## config.mk

```make
export PLATFORM = sky130hd
export DESIGN_NAME = vpu_sram_rd_port_array
export DESIGN_NICKNAME = d
export VERILOG_FILES = /design/src/rtl/vpu_sram_rd_port_array_pkg.sv /design/src/rtl/vpu_sram_rd_port_array_port_ctrl.sv /design/src/rtl/vpu_sram_rd_port_array.sv
export SDC_FILE = /design/constraint.sdc
export NUM_CORES = 2
export LEC_CHECK = 0
export CELL_PAD_IN_SITES_DETAIL_PLACEMENT = 1
export CELL_PAD_IN_SITES_GLOBAL_PLACEMENT = 2
export CORE_AREA = 2 2 651 653
export CTS_CLUSTER_DIAMETER = 80
export CTS_CLUSTER_SIZE = 16
export DETAILED_ROUTE_END_ITERATION = 7
export DIE_AREA = 0 0 653 655
export PLACE_DENSITY = 0.71
export SYNTH_ARGS = -nofsm -noshare
export SYNTH_HDL_FRONTEND = slang
export SYNTH_SLANG_ARGS = --single-unit
```

## constraint.sdc

```tcl
create_clock -name clk -period 10.6 [get_ports clk]
set_clock_uncertainty 0.2 [all_clocks]
set_input_delay 2.65 -clock clk [delete_from_list [all_inputs] [get_ports clk]]
set_output_delay 2.65 -clock clk [all_outputs]
set_load 0.1 [all_outputs]
```

## src/rtl/vpu_sram_rd_port_array_pkg.sv

```systemverilog
// Shared types and default widths for the VPU SRAM read-port array.
package vpu_sram_rd_port_array_pkg;

    localparam int DEF_NUM_PORTS  = 3;
    localparam int DEF_DATA_W     = 256;
    localparam int DEF_BANK_LG2   = 3;
    localparam int DEF_DEPTH_LG2  = 10;
    localparam int DEF_LEN_W      = 8;
    localparam int DEF_FIFO_DEPTH = 4;

    typedef enum logic [1:0] {
        IDLE,
        REQ,
        BURST,
        DRAIN
    } vpu_rd_port_state_t;

    // Burst command record at the default widths; len encodes beats-1.
    typedef struct packed {
        logic [DEF_BANK_LG2-1:0]  bank;
        logic [DEF_DEPTH_LG2-1:0] addr;
        logic [DEF_LEN_W-1:0]     len;
    } vpu_rd_cmd_t;

endpackage

```

## src/rtl/vpu_sram_rd_port_array_port_ctrl.sv

```systemverilog
// One SRAM read channel: command latch, bank handshake, credit-limited beat
// issue and a first-word fall-through return buffer toward the core.
module vpu_rd_port_ctrl
    import vpu_sram_rd_port_array_pkg::*;
#(
    parameter int DATA_W     = DEF_DATA_W,
    parameter int BANK_LG2   = DEF_BANK_LG2,
    parameter int DEPTH_LG2  = DEF_DEPTH_LG2,
    parameter int LEN_W      = DEF_LEN_W,
    parameter int FIFO_DEPTH = DEF_FIFO_DEPTH
) (
    input  logic                 clk,
    input  logic                 rst,
    input  logic                 cmd_valid,
    output logic                 cmd_ready,
    input  logic [BANK_LG2-1:0]  cmd_bank,
    input  logic [DEPTH_LG2-1:0] cmd_addr,
    input  logic [LEN_W-1:0]     cmd_len,
    output logic                 rreq,
    output logic [BANK_LG2-1:0]  rid,
    output logic [DEPTH_LG2-1:0] raddr,
    output logic                 reb,
    output logic                 rlast,
    input  logic                 rack,
    input  logic [DATA_W-1:0]    rdata,
    input  logic                 rvalid,
    output logic                 dout_valid,
    input  logic                 dout_ready,
    output logic [DATA_W-1:0]    dout_data,
    output logic                 dout_last
);

    localparam int PTR_W = $clog2(FIFO_DEPTH);
    localparam int CNT_W = PTR_W + 1;

    vpu_rd_port_state_t state, state_nx;

    logic [BANK_LG2-1:0]  bank_q;
    logic [DEPTH_LG2-1:0] addr_q;
    logic [LEN_W-1:0]     len_q;
    logic [LEN_W-1:0]     beat_q;
    logic [LEN_W:0]       ret_q;
    logic [CNT_W-1:0]     occ_q;
    logic [CNT_W-1:0]     out_q;
    logic [PTR_W-1:0]     wr_ptr;
    logic [PTR_W-1:0]     rd_ptr;
    logic [CNT_W:0]       in_use;
    logic                 has_credit;
    logic                 push;
    logic                 pop;
    logic                 fifo_empty;

    logic [DATA_W-1:0] mem_data [FIFO_DEPTH];
    logic              mem_last [FIFO_DEPTH];

    // Buffered entries plus beats still in flight must never exceed the FIFO.
    assign in_use     = {1'b0, occ_q} + {1'b0, out_q};
    assign has_credit = in_use < (CNT_W+1)'(FIFO_DEPTH);
    assign push       = rvalid && (state == BURST || state == DRAIN);
    assign fifo_empty = (occ_q == '0);
    assign pop        = !fifo_empty && dout_ready;

    always_comb begin
        state_nx  = state;
        cmd_ready = 1'b0;
        rreq      = 1'b0;
        reb       = 1'b0;
        rlast     = 1'b0;
        case (state)
            IDLE: begin
                cmd_ready = 1'b1;
                if (cmd_valid) state_nx = REQ;
            end
            REQ: begin
                rreq = 1'b1;
                if (rack) state_nx = BURST;
            end
            BURST: begin
                reb   = has_credit;
                rlast = has_credit && (beat_q == len_q);
                if (rlast) state_nx = DRAIN;
            end
            DRAIN: begin
                if (ret_q == ({1'b0, len_q} + (LEN_W+1)'(1))) state_nx = IDLE;
            end
            default: state_nx = IDLE;
        endcase
    end

    assign rid   = (state == IDLE)  ? '0 : bank_q;
    assign raddr = (state == BURST) ? addr_q : '0;

    always_ff @(posedge clk) begin
        if (rst) begin
            state  <= IDLE;
            bank_q <= '0;
            addr_q <= '0;
            len_q  <= '0;
            beat_q <= '0;
            ret_q  <= '0;
            occ_q  <= '0;
            out_q  <= '0;
            wr_ptr <= '0;
            rd_ptr <= '0;
        end else begin
            state <= state_nx;
            if (state == IDLE && cmd_valid) begin
                bank_q <= cmd_bank;
                addr_q <= cmd_addr;
                len_q  <= cmd_len;
                beat_q <= '0;
                ret_q  <= '0;
            end
            // Address wraps within the bank; the bank id never changes mid-burst.
            if (reb) begin
                addr_q <= addr_q + DEPTH_LG2'(1);
                beat_q <= beat_q + LEN_W'(1);
            end
            if (push) begin
                wr_ptr <= wr_ptr + PTR_W'(1);
                ret_q  <= ret_q + (LEN_W+1)'(1);
            end
            if (pop) rd_ptr <= rd_ptr + PTR_W'(1);
            occ_q <= occ_q + CNT_W'(push) - CNT_W'(pop);
            out_q <= out_q + CNT_W'(reb) - CNT_W'(push);
        end
    end

    always_ff @(posedge clk) begin
        if (push) begin
            mem_data[wr_ptr] <= rdata;
            mem_last[wr_ptr] <= (ret_q == {1'b0, len_q});
        end
    end

    assign dout_valid = !fifo_empty;
    assign dout_data  = fifo_empty ? '0 : mem_data[rd_ptr];
    assign dout_last  = !fifo_empty && mem_last[rd_ptr];

    // A return into a full buffer means the SRAM ignored the credit limit.
    a_no_overflow: assert property (@(posedge clk) disable iff (rst)
        !(push && occ_q == CNT_W'(FIFO_DEPTH) && !pop));

endmodule

```

## src/rtl/vpu_sram_rd_port_array.sv

```systemverilog
// NUM_PORTS independent SRAM read channels; flattened buses carry port 0 in the LSBs.
module vpu_sram_rd_port_array
    import vpu_sram_rd_port_array_pkg::*;
#(
    parameter int NUM_PORTS  = DEF_NUM_PORTS,
    parameter int DATA_W     = DEF_DATA_W,
    parameter int BANK_LG2   = DEF_BANK_LG2,
    parameter int DEPTH_LG2  = DEF_DEPTH_LG2,
    parameter int LEN_W      = DEF_LEN_W,
    parameter int FIFO_DEPTH = DEF_FIFO_DEPTH
) (
    input  logic                           clk,
    input  logic                           rst,
    input  logic [NUM_PORTS-1:0]           cmd_valid_i,
    output logic [NUM_PORTS-1:0]           cmd_ready_o,
    input  logic [NUM_PORTS*BANK_LG2-1:0]  cmd_bank_i,
    input  logic [NUM_PORTS*DEPTH_LG2-1:0] cmd_addr_i,
    input  logic [NUM_PORTS*LEN_W-1:0]     cmd_len_i,
    output logic [NUM_PORTS-1:0]           rreq_o,
    output logic [NUM_PORTS*BANK_LG2-1:0]  rid_o,
    output logic [NUM_PORTS*DEPTH_LG2-1:0] raddr_o,
    output logic [NUM_PORTS-1:0]           reb_o,
    output logic [NUM_PORTS-1:0]           rlast_o,
    input  logic [NUM_PORTS-1:0]           rack_i,
    input  logic [NUM_PORTS*DATA_W-1:0]    rdata_i,
    input  logic [NUM_PORTS-1:0]           rvalid_i,
    output logic [NUM_PORTS-1:0]           dout_valid_o,
    input  logic [NUM_PORTS-1:0]           dout_ready_i,
    output logic [NUM_PORTS*DATA_W-1:0]    dout_data_o,
    output logic [NUM_PORTS-1:0]           dout_last_o
);

    for (genvar p = 0; p < NUM_PORTS; p++) begin : g_port
        vpu_rd_port_ctrl #(
            .DATA_W     (DATA_W),
            .BANK_LG2   (BANK_LG2),
            .DEPTH_LG2  (DEPTH_LG2),
            .LEN_W      (LEN_W),
            .FIFO_DEPTH (FIFO_DEPTH)
        ) u_ctrl (
            .clk        (clk),
            .rst        (rst),
            .cmd_valid  (cmd_valid_i[p]),
            .cmd_ready  (cmd_ready_o[p]),
            .cmd_bank   (cmd_bank_i[p*BANK_LG2 +: BANK_LG2]),
            .cmd_addr   (cmd_addr_i[p*DEPTH_LG2 +: DEPTH_LG2]),
            .cmd_len    (cmd_len_i[p*LEN_W +: LEN_W]),
            .rreq       (rreq_o[p]),
            .rid        (rid_o[p*BANK_LG2 +: BANK_LG2]),
            .raddr      (raddr_o[p*DEPTH_LG2 +: DEPTH_LG2]),
            .reb        (reb_o[p]),
            .rlast      (rlast_o[p]),
            .rack       (rack_i[p]),
            .rdata      (rdata_i[p*DATA_W +: DATA_W]),
            .rvalid     (rvalid_i[p]),
            .dout_valid (dout_valid_o[p]),
            .dout_ready (dout_ready_i[p]),
            .dout_data  (dout_data_o[p*DATA_W +: DATA_W]),
            .dout_last  (dout_last_o[p])
        );
    end

endmodule

```

Word-level counts from Yosys, hierarchy flattened
Memory sizes are Yosys's and may differ from the RTL's. A register that Yosys moved wholly into a read port is not among the register bits. Cells that the tools add are included.

Memories kept: 6. Word-level logic and storage cells: 210. Output and inout port bits: 825. Input bits: 845. Latch bits: 0. ROM bits: 0. RAM bits: 3084. Flip-flop bits (word level): 150.

Eq/ne operators: 30. Reductions and logical operators: 36. Div/mod/pow operators: 0. $add $sub $neg: 33. Magnitude comparators: 3. Shift-type cells: 0. Bitwise logic cells: 0. Muxes and demuxes: 72. $mul: 0.

Memory list: g_port[0].u_ctrl.mem_data (depth 4, bits a word 256, rd ports 1, clocked after memory_dff 1, wr ports 1, RTL line vpu_sram_rd_port_array_port_ctrl.sv:53) `logic [DATA_W-1:0] mem_data [FIFO_DEPTH];`; g_port[1].u_ctrl.mem_data (depth 4, bits a word 256, rd ports 1, clocked after memory_dff 1, wr ports 1, RTL line vpu_sram_rd_port_array_port_ctrl.sv:53); g_port[2].u_ctrl.mem_data (depth 4, bits a word 256, rd ports 1, clocked after memory_dff 1, wr ports 1, RTL line vpu_sram_rd_port_array_port_ctrl.sv:53); g_port[0].u_ctrl.mem_last (depth 4, bits a word 1, rd ports 1, clocked after memory_dff 1, wr ports 1, RTL line vpu_sram_rd_port_array_port_ctrl.sv:54) `logic mem_last [FIFO_DEPTH];`; g_port[1].u_ctrl.mem_last (depth 4, bits a word 1, rd ports 1, clocked after memory_dff 1, wr ports 1, RTL line vpu_sram_rd_port_array_port_ctrl.sv:54); g_port[2].u_ctrl.mem_last (depth 4, bits a word 1, rd ports 1, clocked after memory_dff 1, wr ports 1, RTL line vpu_sram_rd_port_array_port_ctrl.sv:54).

Operator list (number): $mux W256 (3); $mux W10 (9); $mux W9 (6); $mux W2 (24); $mux W8 (6); $add A10 B1 Y10 const B (3); $add A8 B1 Y9 const B (3); $add A9 B1 Y9 const B (3); $eq A9 B8 Y1 (3); $eq A9 B9 Y1 (3); $add A8 B1 Y8 const B (3); $eq A8 B8 Y1 (3); $pmux W2 S4 (3); $add A3 B1 Y3 (6); $mux W1 (18); $ne A2 B2 Y1 const B (9); $sub A3 B1 Y3 (6); $logic_and A1 B1 Y1 (15); $add A2 B1 Y2 const B (6); $add A3 B3 Y4 (3); $eq A2 B2 Y1 const B (6); $lt A4 B3 Y1 const B (3); $reduce_and A4 Y1 (3); $reduce_bool A2 Y1 (6); 7 further kinds (21).

Depth between registers and ports, before layout
Word-level depth: 5. Gate-level depth with buffers: 13. Gate-level depth less buffers: 12.

Cells and area by module
Synthesis repeated with hierarchy kept, for this count alone.

Cell total of the unflattened synthesis: 6032. Area total of the unflattened synthesis: 124999.9 sq um.

Modules (own cells, without submodules): vpu_rd_port_ctrl (g_port[1].u_ctrl) (area an instance 41697.5 sq um, cells each 2020, instances 1, seq. area each 31910.6 sq um); vpu_rd_port_ctrl (g_port[2].u_ctrl) (area an instance 41658.7 sq um, cells each 2012, instances 1, seq. area each 31910.6 sq um); vpu_rd_port_ctrl (g_port[0].u_ctrl) (area an instance 41643.7 sq um, cells each 2000, instances 1, seq. area each 31910.6 sq um).

Least setup slack after synthesis
OpenSTA, ideal clock, no wires.

Path kind: in2reg. From: input port rvalid_i[0]. To: memory g_port[0].u_ctrl.mem_data[2][0] (netlist bit) (enable). Arrival: 9146 ps. Slack: 604 ps. Data required time: 9749 ps. Stages: 4. Path through: o21ai_1 -> inv_1 -> clkbuf_1 -> and2_1.

Longest elaborated chain between the ends: 3.

RTL lines: from (decl) (RTL line vpu_sram_rd_port_array.sv:26) `input logic [NUM_PORTS-1:0] rvalid_i,`; $logic_and A1 B1 Y1 (RTL line vpu_sram_rd_port_array_port_ctrl.sv:59) `assign push = rvalid && (state == BURST || state == DRAIN);`; named net g_port[0].u_ctrl.push (RTL line vpu_sram_rd_port_array_port_ctrl.sv:49) `logic push;`; $mux W1 (RTL line vpu_sram_rd_port_array_port_ctrl.sv:130) `if (push) begin`; $mux W1 (not written as such) (RTL line vpu_sram_rd_port_array_port_ctrl.sv:131) `mem_data[wr_ptr] <= rdata;`; to (decl) (RTL line vpu_sram_rd_port_array_port_ctrl.sv:53).

The timed path passes the listed nets, and every way through them passes these cells.

==> results.md <==
- Nets@finish: 8599
- Placed cell area: 148000 um2
- Worst endpoint required time: 7.75 ns
- Commonest non-fill, non-tap cell in the layout: edfxtp_1
- Final period utilization: 0.724
- DRC Markers: 0
- Hold WS: 0.256 ns
- Post-cts sizing count: 0
- Vias: 66.1k
- Post-route design area: 155000 um2
- CTS Root Cell: clkbuf_16
- Most frequent cells in the layout: edfxtp_1 (3084), clkdlybuf4s50_1 (1620), and2_1 (810)
- Leak: 47.6 nW
- Crit path kind: register to primary output
- First-pass GRT wire length: 556000 um
- Data arrival, critical path: 4.83 ns
- TritonCTS clock tree: built
- Layout fillers: 41.5k
- Post-CTS Hold Fix Bufs: 0
- Die Span Y: 655 um
- Unrepaired setup endpoints after global routing: false
- Avg WL per Cell: 30.2 um
- Tot GR Track Use: 0.183
- Largest net degree at the start of global routing: 176
- Area growth syn-to-layout: 24.2%
- Share of cells above drive strength 1: 0.155
- GPL Wtd Cong: 0.845
- Most frequent CP cell: buf_4
- Initial Utilization: 0.296
- Tot Pwr: 47.7 mW
- Detailed Routing Iterations Pass 1: 5
- CTS sink count: 3240
- WL final: 405000 um
- Syn_nets: 6953
- Final setup violation count: 0
- Crit path buffers/inverters: 3
- Die width: 653 um
- Post-synth EDFFs: 3084
- Mapped Area: 125000 um2
- PwrDens: 308 nW/um2
- Core area: 422000 um2
- Buffers on Ports: 1669
- Synth warn: 0
- H-Tree Depth: 4
- Max-cap violations: 0
- Pins Over Slew Limit: 0
- CP max stage cell: clkdlybuf4s50_1
- Clock buffer depth: 4
- Setup Buffers After CTS: 0
- Vias in the first global route: 68.5k
- Crit-path cells: buf_4, buf_4, mux4_2, and2_1, clkdlybuf4s50_1
- Max FO, Critical Path: 50
- Initial DRC count: 5619
- Worst-skew pair later-pin latency: 0.95 ns
- Ys flop type: edfxtp_1
- Reg clk slew, reported paths: 0.06 ns
- FP Rows: 239
- Rel. slew slack: 0.142
- Setup WS pre-CTS: 3.67 ns
- Status: completed
- Worst setup margin: 2.92 ns
- Vias per inst: 4.92
- Min-delay worst type: register to register
- Num CTS Buffers: 240
- Top post-synthesis cells by area: edfxtp_1 (74%), mux4_2 (14%), and2_1 (4.1%)
- Global route total overflow: 0
- Antenna-violating nets left: 0
- Final Hold Vio Count: 0
- Top delay family on crit path: buffers and inverters
- Largest area contributor in the netlist: edfxtp_1
- Crit path largest cell delay: 1.16 ns
- Die area: 428000 um2
- Synth cell types: 61
- Share of the yosys chip area belonging to registers: 0.766
- Post-DP HPWL: 282000 um
- Fmax: 130 MHz
- CP Capture Type: primary output
- Least-Margin Pin Slew: 1.28 ns
- Synth top area share: 0.741
- Synth Register Bits: 3240
- I/O pin count: 1670
- Share of synthesized flip-flops with an asynchronous set or reset: 0
- Antenna violations before repair: 251
- Cell count after synthesis: 6047
- Startpoint types: register
- Total Neg Setup Slack: 0 ns
- Worst VDD drop: 0.000299 V
- Synth Area per Inst: 20.7 um2
- Min Tclk post-route: 7.68 ns
==> cells in the mapped netlist, types with 30 or more instances <==
master    count
inv_1        46
and2_1      822
and3_1       30
nand2_1     155
nand3_1      51
dfxtp_1     156
clkbuf_1    240
buf_2        75
edfxtp_1   3084
nor2_1      118
mux4_2      771
a21oi_1      96
ha_1         55
o21ai_0      47
xor2_1       47
xnor2_1      32
==> layout make-up <==
class	instances	area, um2	area share
repair buffers	1743	17500	0.113
flip-flops and latches	3240	95800	0.617
clock buffers	288	6240	0.0402
multi-input cells	2421	27600	0.178
clock inverters	38	596	0.00384
diodes	114	285	0.00184
well taps	5543	6940	0.0447
inverters	47	176	0.00114
==> worst register-to-register path: cells and delay by family (launching register included) <==
family	cells	cell delay [ns]
and+or+nand+nor	1	0.86
adders and majority gates	1	0.51
AOI/OAI and AO/OA	1	0.41
DFF	1	0.35
buffers and inverters	4	1.83
==> cells by family after synthesis <==
family	synth area share
muxes	0.140
adders and majority gates	0.00647
xor gates and xnor gates	0.00554
buffers and inverters	0.0129
DFF	0.766
AOI/OAI and AO/OA	0.0105
and+or+nand+nor	0.0586
==> report_power, final <==
| group | internal [mW] | leakage (nW) | switching (mW) |
|---|---|---|---|
| logic | 5.92 | 15.3 | 18.0 |
| registers | 14.7 | 29.1 | 0.362 |
| clock network | 4.27 | 3.31 | 4.47 |
==> state kept, by name (all words and copies together) (netlist names), 9 cells and up, named ones only <==
name                    cells
g_port.u_ctrl.ret_q        27
g_port.u_ctrl.mem_last     12
g_port.u_ctrl.mem_data   3072
g_port.u_ctrl.out_q         9
g_port.u_ctrl.bank_q        9
g_port.u_ctrl.addr_q       30
g_port.u_ctrl.len_q        24
g_port.u_ctrl.occ_q         9
g_port.u_ctrl.beat_q       24
==> final timing paths <==
| path | startpoint | to | slack [ns] | cells after the start |
|---|---|---|---|---|
| min reg2reg | g_port[0].u_ctrl.bank_q[0] | g_port[0].u_ctrl.bank_q[0] | 0.26 | 2 |
| max | register | dout_data_o[468] | 2.92 | 5 |
| min | g_port[0].u_ctrl.bank_q[0] | g_port[0].u_ctrl.bank_q[0] | 0.26 | 2 |
| max reg2reg | g_port[2].u_ctrl.state[0] | g_port[2].u_ctrl.mem_data[0][123] | 6.06 | 7 |
==> through the flow <==
stage	util	instances
finish	0.368	13400
detailed placement	0.351	13000
CTS	0.367	13300
global route	0.368	13400
global placement	0.351	13000
floorplan	-	6047
==> routing by layer <==
layer | GRT usage | vias up | wire (um)
met2 | 0.301 | 2412 | 200000
li1 | - | 27400 | -
met1 | 0.221 | 35400 | 154000
met4 | 0.0744 | 116 | 15800
met3 | 0.0585 | 772 | 34100
met5 | 0 | - | 770
No activity file was read; power rests on OpenSTA's default activity.
